[config.mk]
export PLATFORM = sky130hd
export DESIGN_NAME = hit_tracker_flat
export DESIGN_NICKNAME = d
export VERILOG_FILES = /design/src/rtl/hit_tracker_if.sv /design/src/rtl/hit_tracker.sv /design/src/flat_wrapper.sv
export SDC_FILE = /design/constraint.sdc
export NUM_CORES = 1
export LEC_CHECK = 0
export BUFFER_PORTS_ARGS = -buffer_cell sky130_fd_sc_hd__buf_2
export CAP_MARGIN = 20
export CORE_MARGIN = 2
export CORE_UTILIZATION = 51
export DETAILED_ROUTE_END_ITERATION = 10
export PLACE_DENSITY = 0.76
export SYNTH_ARGS = -nofsm -noshare
export SYNTH_HDL_FRONTEND = slang
export SYNTH_SLANG_ARGS = --single-unit
[constraint.sdc]
create_clock -name clk -period 2.3 [get_ports clk]
set_input_delay 0.115 -clock clk [delete_from_list [all_inputs] [get_ports clk]]
set_output_delay 0.115 -clock clk [all_outputs]
set_load 0.01 [all_outputs]
[src/rtl/hit_tracker_if.sv]
// Bus between the light/button front end and the hit_tracker scoring stage.
// The master drives round control, lights and raw buttons; the slave returns counters and strobes.
interface hit_tracker_if #(
    parameter int unsigned NUM_HOLES = 9,
    parameter int unsigned SCORE_W   = 8
);
    logic                 start;
    logic [NUM_HOLES-1:0] lights;
    logic [NUM_HOLES-1:0] buttons;
    logic [SCORE_W-1:0]   score;
    logic [SCORE_W-1:0]   misses;
    logic [SCORE_W-1:0]   wrong;
    logic [SCORE_W-1:0]   streak;
    logic [SCORE_W-1:0]   best_streak;
    logic                 hit_pulse;
    logic                 miss_pulse;
    logic                 round_done;

    modport master (
        output start, lights, buttons,
        input  score, misses, wrong, streak, best_streak, hit_pulse, miss_pulse, round_done
    );

    modport slave (
        input  start, lights, buttons,
        output score, misses, wrong, streak, best_streak, hit_pulse, miss_pulse, round_done
    );
endinterface

[src/rtl/hit_tracker.sv]
// Whack-a-mole scoring: classifies each light flick as hit/miss, counts wrong presses, flags round end.
// Define HIT_TRACKER_DEBOUNCE_EN to insert a per-button debounce counter ahead of edge detection.
module hit_tracker #(
    parameter int unsigned NUM_HOLES       = 9,
    parameter int unsigned ROUND_FLICKS    = 30,
    parameter int unsigned SCORE_W         = 8,
    parameter logic [19:0] DEBOUNCE_CYCLES = 20'd500000
) (
    input  logic          clk,
    input  logic          reset,
    hit_tracker_if.slave  bus
);

    typedef enum logic [2:0] {
        IDLE,
        ARMED,
        WINDOW,
        SCORED,
        DONE
    } state_t;

    localparam logic [5:0] LAST_FLICK = 6'(ROUND_FLICKS);

    if (ROUND_FLICKS < 1 || ROUND_FLICKS > 63 || DEBOUNCE_CYCLES == 20'd0) begin : g_param_check
        $error("hit_tracker: ROUND_FLICKS must be 1..63 and DEBOUNCE_CYCLES nonzero");
    end

    state_t               state, state_next;
    logic [NUM_HOLES-1:0] sync1, sync2, prev, edge_src, press;
    logic [NUM_HOLES-1:0] target;
    logic [5:0]           flicks, flick_next;
    logic                 last_close;

    logic [SCORE_W-1:0]   score_q, misses_q, wrong_q, streak_q, best_q;
    logic                 hit_pulse_q, miss_pulse_q, round_done_q;

    logic                 do_clear, do_hit, do_miss, do_wrong, do_close;

    function automatic logic [SCORE_W-1:0] sat_inc(input logic [SCORE_W-1:0] v);
        return (&v) ? v : v + SCORE_W'(1);
    endfunction

    always_ff @(posedge clk) begin
        if (reset) begin
            sync1 <= '0;
            sync2 <= '0;
            prev  <= '0;
        end else begin
            sync1 <= bus.buttons;
            sync2 <= sync1;
            prev  <= edge_src;
        end
    end

`ifdef HIT_TRACKER_DEBOUNCE_EN
    logic [NUM_HOLES-1:0] db;
    logic [19:0]          db_cnt [NUM_HOLES];

    // Each bit flips only after the synchronized input disagrees for a full run of cycles.
    always_ff @(posedge clk) begin
        if (reset) begin
            db <= '0;
            for (int unsigned i = 0; i < NUM_HOLES; i++) begin
                db_cnt[i] <= '0;
            end
        end else begin
            for (int unsigned i = 0; i < NUM_HOLES; i++) begin
                if (sync2[i] != db[i]) begin
                    if (db_cnt[i] == DEBOUNCE_CYCLES - 20'd1) begin
                        db[i]     <= sync2[i];
                        db_cnt[i] <= '0;
                    end else begin
                        db_cnt[i] <= db_cnt[i] + 20'd1;
                    end
                end else begin
                    db_cnt[i] <= '0;
                end
            end
        end
    end

    assign edge_src = db;
`else
    assign edge_src = sync2;
`endif

    assign press      = edge_src & ~prev;
    assign flick_next = flicks + 6'd1;
    assign last_close = (flick_next == LAST_FLICK);

    always_ff @(posedge clk) begin
        if (reset) begin
            state <= IDLE;
        end else begin
            state <= state_next;
        end
    end

    always_comb begin
        state_next = state;
        case (state)
            IDLE: begin
                if (bus.start) state_next = ARMED;
            end
            ARMED: begin
                if (!bus.start) begin
                    state_next = IDLE;
                end else if (|bus.lights) begin
                    state_next = (|(press & bus.lights)) ? SCORED : WINDOW;
                end
            end
            WINDOW: begin
                if (!bus.start)    state_next = IDLE;
                else if (do_close) state_next = last_close ? DONE : ARMED;
                else if (do_hit)   state_next = SCORED;
            end
            SCORED: begin
                if (!bus.start)    state_next = IDLE;
                else if (do_close) state_next = last_close ? DONE : ARMED;
            end
            DONE: begin
                if (!bus.start) state_next = IDLE;
            end
            default: state_next = IDLE;
        endcase
    end

    // Event strobes; a hit on the closing cycle suppresses the miss but still closes the flick.
    always_comb begin
        do_clear = 1'b0;
        do_hit   = 1'b0;
        do_miss  = 1'b0;
        do_wrong = 1'b0;
        do_close = 1'b0;
        case (state)
            IDLE: begin
                do_clear = bus.start;
            end
            ARMED: begin
                if (bus.start) begin
                    if (|bus.lights) begin
                        do_hit = |(press & bus.lights);
                    end else begin
                        do_wrong = |press;
                    end
                end
            end
            WINDOW: begin
                if (bus.start) begin
                    do_hit   = |(press & target);
                    do_wrong = !do_hit && (|press);
                    do_close = ~|bus.lights;
                    do_miss  = do_close && !do_hit;
                end
            end
            SCORED: begin
                do_close = bus.start && (~|bus.lights);
            end
            default: ;
        endcase
    end

    always_ff @(posedge clk) begin
        if (reset) begin
            target       <= '0;
            flicks       <= '0;
            score_q      <= '0;
            misses_q     <= '0;
            wrong_q      <= '0;
            streak_q     <= '0;
            best_q       <= '0;
            hit_pulse_q  <= 1'b0;
            miss_pulse_q <= 1'b0;
            round_done_q <= 1'b0;
        end else begin
            hit_pulse_q  <= do_hit;
            miss_pulse_q <= do_miss;
            round_done_q <= (state_next == DONE);
            if (state == ARMED && bus.start && (|bus.lights)) begin
                target <= bus.lights;
            end
            if (do_clear) begin
                flicks   <= '0;
                score_q  <= '0;
                misses_q <= '0;
                wrong_q  <= '0;
                streak_q <= '0;
                best_q   <= '0;
            end else begin
                if (do_hit) begin
                    score_q  <= sat_inc(score_q);
                    streak_q <= sat_inc(streak_q);
                    if (sat_inc(streak_q) > best_q) begin
                        best_q <= sat_inc(streak_q);
                    end
                end
                if (do_miss) begin
                    misses_q <= sat_inc(misses_q);
                    streak_q <= '0;
                end
                if (do_wrong) begin
                    wrong_q <= sat_inc(wrong_q);
                end
                if (do_close) begin
                    flicks <= flick_next;
                end
            end
        end
    end

    assign bus.score       = score_q;
    assign bus.misses      = misses_q;
    assign bus.wrong       = wrong_q;
    assign bus.streak      = streak_q;
    assign bus.best_streak = best_q;
    assign bus.hit_pulse   = hit_pulse_q;
    assign bus.miss_pulse  = miss_pulse_q;
    assign bus.round_done  = round_done_q;

endmodule

[src/flat_wrapper.sv]
// flat-port wrapper written by rule: the top's interface ports become plain ports
module hit_tracker_flat 
#(
    parameter int unsigned NUM_HOLES       = 9,
    parameter int unsigned ROUND_FLICKS    = 30,
    parameter int unsigned SCORE_W         = 8,
    parameter logic [19:0] DEBOUNCE_CYCLES = 20'd500000
)
  (clk, reset, bus_start, bus_lights, bus_buttons, bus_score, bus_misses, bus_wrong, bus_streak, bus_best_streak, bus_hit_pulse, bus_miss_pulse, bus_round_done);
  hit_tracker_if #(.NUM_HOLES(NUM_HOLES), .SCORE_W(SCORE_W)) bus_i ();
  input  logic clk;
  input  logic reset;
  input wire logic [$bits(bus_i.start)-1:0] bus_start;
  input wire logic [$bits(bus_i.lights)-1:0] bus_lights;
  input wire logic [$bits(bus_i.buttons)-1:0] bus_buttons;
  output wire logic [$bits(bus_i.score)-1:0] bus_score;
  output wire logic [$bits(bus_i.misses)-1:0] bus_misses;
  output wire logic [$bits(bus_i.wrong)-1:0] bus_wrong;
  output wire logic [$bits(bus_i.streak)-1:0] bus_streak;
  output wire logic [$bits(bus_i.best_streak)-1:0] bus_best_streak;
  output wire logic [$bits(bus_i.hit_pulse)-1:0] bus_hit_pulse;
  output wire logic [$bits(bus_i.miss_pulse)-1:0] bus_miss_pulse;
  output wire logic [$bits(bus_i.round_done)-1:0] bus_round_done;
  assign bus_i.start = bus_start;
  assign bus_i.lights = bus_lights;
  assign bus_i.buttons = bus_buttons;
  assign bus_score = bus_i.score;
  assign bus_misses = bus_i.misses;
  assign bus_wrong = bus_i.wrong;
  assign bus_streak = bus_i.streak;
  assign bus_best_streak = bus_i.best_streak;
  assign bus_hit_pulse = bus_i.hit_pulse;
  assign bus_miss_pulse = bus_i.miss_pulse;
  assign bus_round_done = bus_i.round_done;
  hit_tracker #(.NUM_HOLES(NUM_HOLES), .ROUND_FLICKS(ROUND_FLICKS), .SCORE_W(SCORE_W), .DEBOUNCE_CYCLES(DEBOUNCE_CYCLES)) u_core (.clk(clk), .reset(reset), .bus(bus_i));
endmodule
==> flow_metrics.py <==
metrics = {
    "status": {
        "status": "complete, but fails checks",
        "violations": "setup timing",
    },
    "route": {
        "via_per_inst": 5.55,
        "ant_nets": 0,
        "vias": 3771,
        "drtIter0Drc": 139,
        "drc": 0,
        "dr.pass1.iters": 4,
        "wl_um": 9720,
        "wl_per_cell_um": 14.3,
    },
    "floorplan": {
        "die_h_um": 93.1,
        "core-area_um2": 7730,
        "initial_core_util_pct": 52.4,
        "die_w_um": 93.1,
        "rows": 32,
        "ios": 64,
        "fp.dieArea_um2": 8670,
    },
    "grt": {
        "grt_remaining_overflow": 0,
        "grt_use_total_pct": 22.6,
        "antenna_found_initial": 0,
        "grt_pass1_wl_um": 16000,
        "grt_max_degree": 43,
        "grt_pass1_vias": 3518,
    },
    "setup_path": {
        "crit_top_cell": "ha_4",
        "critPathBufInv": 2,
        "cpPeakStageDelay_ps": 360,
        "crit_fanout": 7,
        "reg2reg_depth": 13,
        "crit_family": "compound AO/OA/AOI/OAI gates",
        "crit_path_start_kind": "flip-flop",
        "worst_ep_required_time_ps": 2570,
        "endpoint_kind": "flip-flop",
        "worst_ep_arrival_time_ps": 2870,
        "path_class": "reg2reg",
        "critical_path_depth": 13,
        "crit_chain": "ha_4, and3_4, nand3_4, mux2i_2, inv_2, ha_4, nor2b_4, o211ai_1, a21oi_2, buf_4, o21ba_4, nand3_1, a21oi_1",
        "slowest_stage": "dfxtp_4",
    },
    "synthesis": {
        "synthDistinctLibCells": 54,
        "synth.area.top_cells": "dfxtp_1 (43%), nor2b_1 (6.0%), a21oi_1 (5.2%)",
        "synthArstFlopShare_pct": 0,
        "yosysTopAreaCell": "dfxtp_1",
        "ys_ff_latch": 88,
        "syn_area_per_cell_um2": 8.81,
        "yosys.area.top_type_share_pct": 43.5,
        "synth_area_um2": 4050,
        "ys.flop_type": "dfxtp_1",
        "synthCells": 460,
        "synth_edf_count": 0,
        "ys.warnings.count": 0,
        "syn_nets": 495,
        "seq_area_frac_synth_pct": 43.5,
    },
    "power": {
        "p_total_mw": 2.92,
        "p_per_area_nw_per_um2": 557,
        "ir_drop_uv": 404,
        "pwr-share-clk_pct": 36.9,
        "power_frac_comb_pct": 9.5,
        "netSwitchingPower_mw": 0.804,
        "power_leakage_nw": 2.19,
        "seq_power_share_pct": 53.6,
        "p_int_mw": 2.11,
        "switching_share_pct": 27.6,
    },
    "clock_network": {
        "clk_latency_ps": 360,
        "cts_buffer_depth": 2,
        "clk_pin_slew_ps": 100,
        "cts_sinks": 88,
        "cts_tree": "yes",
        "cts-root-buf": "clkbuf_8",
        "h-tree-depth": 3,
        "tritoncts.num_buffers": 9,
    },
    "hold_path": {
        "min_path_cells": 3,
        "hp-class": "in2reg",
    },
    "timing": {
        "finalMaxSlewViolations": 0,
        "max_freq_mhz": 385,
        "setup_tns_ps": -2100,
        "finalSetupViolCount": 8,
        "fin_skew_ps": 11.6,
        "min_period_over_period_pct": 113,
        "finalWorstSetupSlack_ps": -298,
        "hold_violations": 0,
        "min_period_ps": 2600,
        "rsz0062_at_grt": "true",
        "max_slew_margin_pct": 49.9,
        "tightestPinTransition_ps": 752,
    },
    "layout": {
        "final_net_count": 607,
        "diodes": 0,
        "syn2layout_area_growth_pct": 29.4,
        "finish.utilization_pct": 67.8,
        "drive_above_1_share_pct": 28.1,
        "nFillCells": 615,
        "layout.cells.non_filler": 679,
    },
    "job": {
        "max_cap_violations": 0,
    },
    "placement": {
        "gp_congestion": 0.885,
        "dp.cells": 648,
        "portBuffers": 63,
        "pre_cts_slack_ps": -228,
        "dp_hpwl_um": 6750,
    },
}
power groups by stage:
| stage | clock, mW | sequential (mW) | combinational [mW] |
|---|---|---|---|
| after floorplan | 0 | 1.60 | 0.143 |
| after global placement | 0 | 1.60 | 0.230 |
| after detailed placement | 0 | 1.60 | 0.236 |
| after CTS | 1.10 | 1.56 | 0.256 |
| after global routing | 1.17 | 1.57 | 0.301 |
| final | 1.08 | 1.56 | 0.276 |
tightest hold or removal path, cell delays in order:
cell and delay (ps):
buf_2 100, mux2i_1 70, nor2_1 70
synthesized netlist by cell type (2+ instances only):
| library cell | n |
|---|---|
| dfxtp_1 | 88 |
| a21oi_1 | 42 |
| nor2_1 | 41 |
| nor2b_1 | 39 |
| nand2_1 | 26 |
| nand3_1 | 23 |
| o21ai_0 | 18 |
| ha_1 | 14 |
| inv_1 | 14 |
| and3_1 | 12 |
| clkbuf_1 | 12 |
| xor2_1 | 12 |
| nand4_1 | 11 |
| mux2i_1 | 9 |
| or4_1 | 9 |
| nor3_1 | 7 |
| and3b_1 | 6 |
| nand3b_1 | 6 |
| o31ai_1 | 6 |
| or3_1 | 6 |
| a31oi_1 | 5 |
| and2_1 | 5 |
| a21o_1 | 3 |
| a41o_1 | 3 |
| buf_2 | 3 |
| nand2b_1 | 3 |
| o211ai_1 | 3 |
| xnor2_1 | 3 |
| a2111oi_0 | 2 |
| a211oi_1 | 2 |
| buf_4 | 2 |
| nor3b_1 | 2 |
| nor4_1 | 2 |
logic make-up (layout without fill, tap and decap cells):
| kind of cell | Yosys count | in the layout | share of synthesized area (%) |
|---|---|---|---|
| multiplexers | 10 | 10 | 2.50 |
| AO/OA/AOI/OAI | 96 | 96 | 14.8 |
| buffers and inverters | 33 | 150 | 3.37 |
| XOR/XNOR | 15 | 15 | 3.24 |
| AND/OR/NAND/NOR | 204 | 204 | 28.3 |
| flip-flops | 88 | 88 | 43.5 |
| adder cells (fa/ha/maj) | 14 | 14 | 4.32 |
placed cells by master (no fill, tap or decap), types with 9 or more instances in the layout:
cell type	instances
a21oi_1	36
and3_1	11
buf_2	63
buf_4	44
clkbuf_8	9
dfxtp_1	85
dlygate4sd3_1	9
ha_1	11
inv_1	13
nand2_1	26
nand3_1	22
nand4_1	11
nor2_1	40
nor2b_1	37
o21ai_0	17
or4_1	9
xor2_1	12
area by class of cell:
type	count	area, um^2	area share [%]
timing repair buffer	120	790	15.1
inverter	14	52.6	1.00
clock inverter	7	78.8	1.50
tap	102	128	2.43
clock buffer	9	124	2.36
multi-input combinational	339	2300	43.9
sequential	88	1770	33.8
worst paths after layout:
kind	start	endpoint	slack [ps]
setup / recovery	u_core.bus.streak[0]	u_core.bus.best_streak[3]	-300
hold / removal	bus_lights[5]	u_core.target[5]	30
setup reg to reg	u_core.bus.streak[0]	u_core.bus.best_streak[3]	-300
hold reg to reg	u_core.sync1[5]	u_core.edge_src[5]	440
stage by stage:
step | area, um^2 | hold slack, ps
2_1_floorplan | 4090 | 243
3_3_place_gp | 4780 | 322
3_5_place_dp | 4780 | 327
4_1_cts | 5110 | 20.9
5_1_grt | 5240 | 18.5
6_report | 5240 | 31.5
timing repair:
item,4_1_cts,5_1_grt
hold buffers,9,0
pin swaps,1,8
gates cloned,0,0
endpoints found under the hold margin,9,0
gates resized for setup,5,22
setup endpoints to repair,8,19
buffers inserted,1,5
state kept, by name, summed over array words and instances, names as in the netlist, 3 cells and up:
name,flops
u_core.bus.misses,8
u_core.bus.streak,8
u_core.target,9
u_core.prev,9
u_core.state,3
u_core.edge_src,9
u_core.bus.wrong,8
u_core.bus.score,8
u_core.bus.best_streak,8
u_core.flicks,6
u_core.sync1,9
per-layer routing:
metal,vias to the layer above,track usage (%),share of wire (%)
met4,0,7.97,1.8
li1,1866,-,-
met5,-,0,0
met3,16,3.30,5.4
met2,111,38.1,48
met1,1778,29.7,45
(Power assumes the default switching activity.)
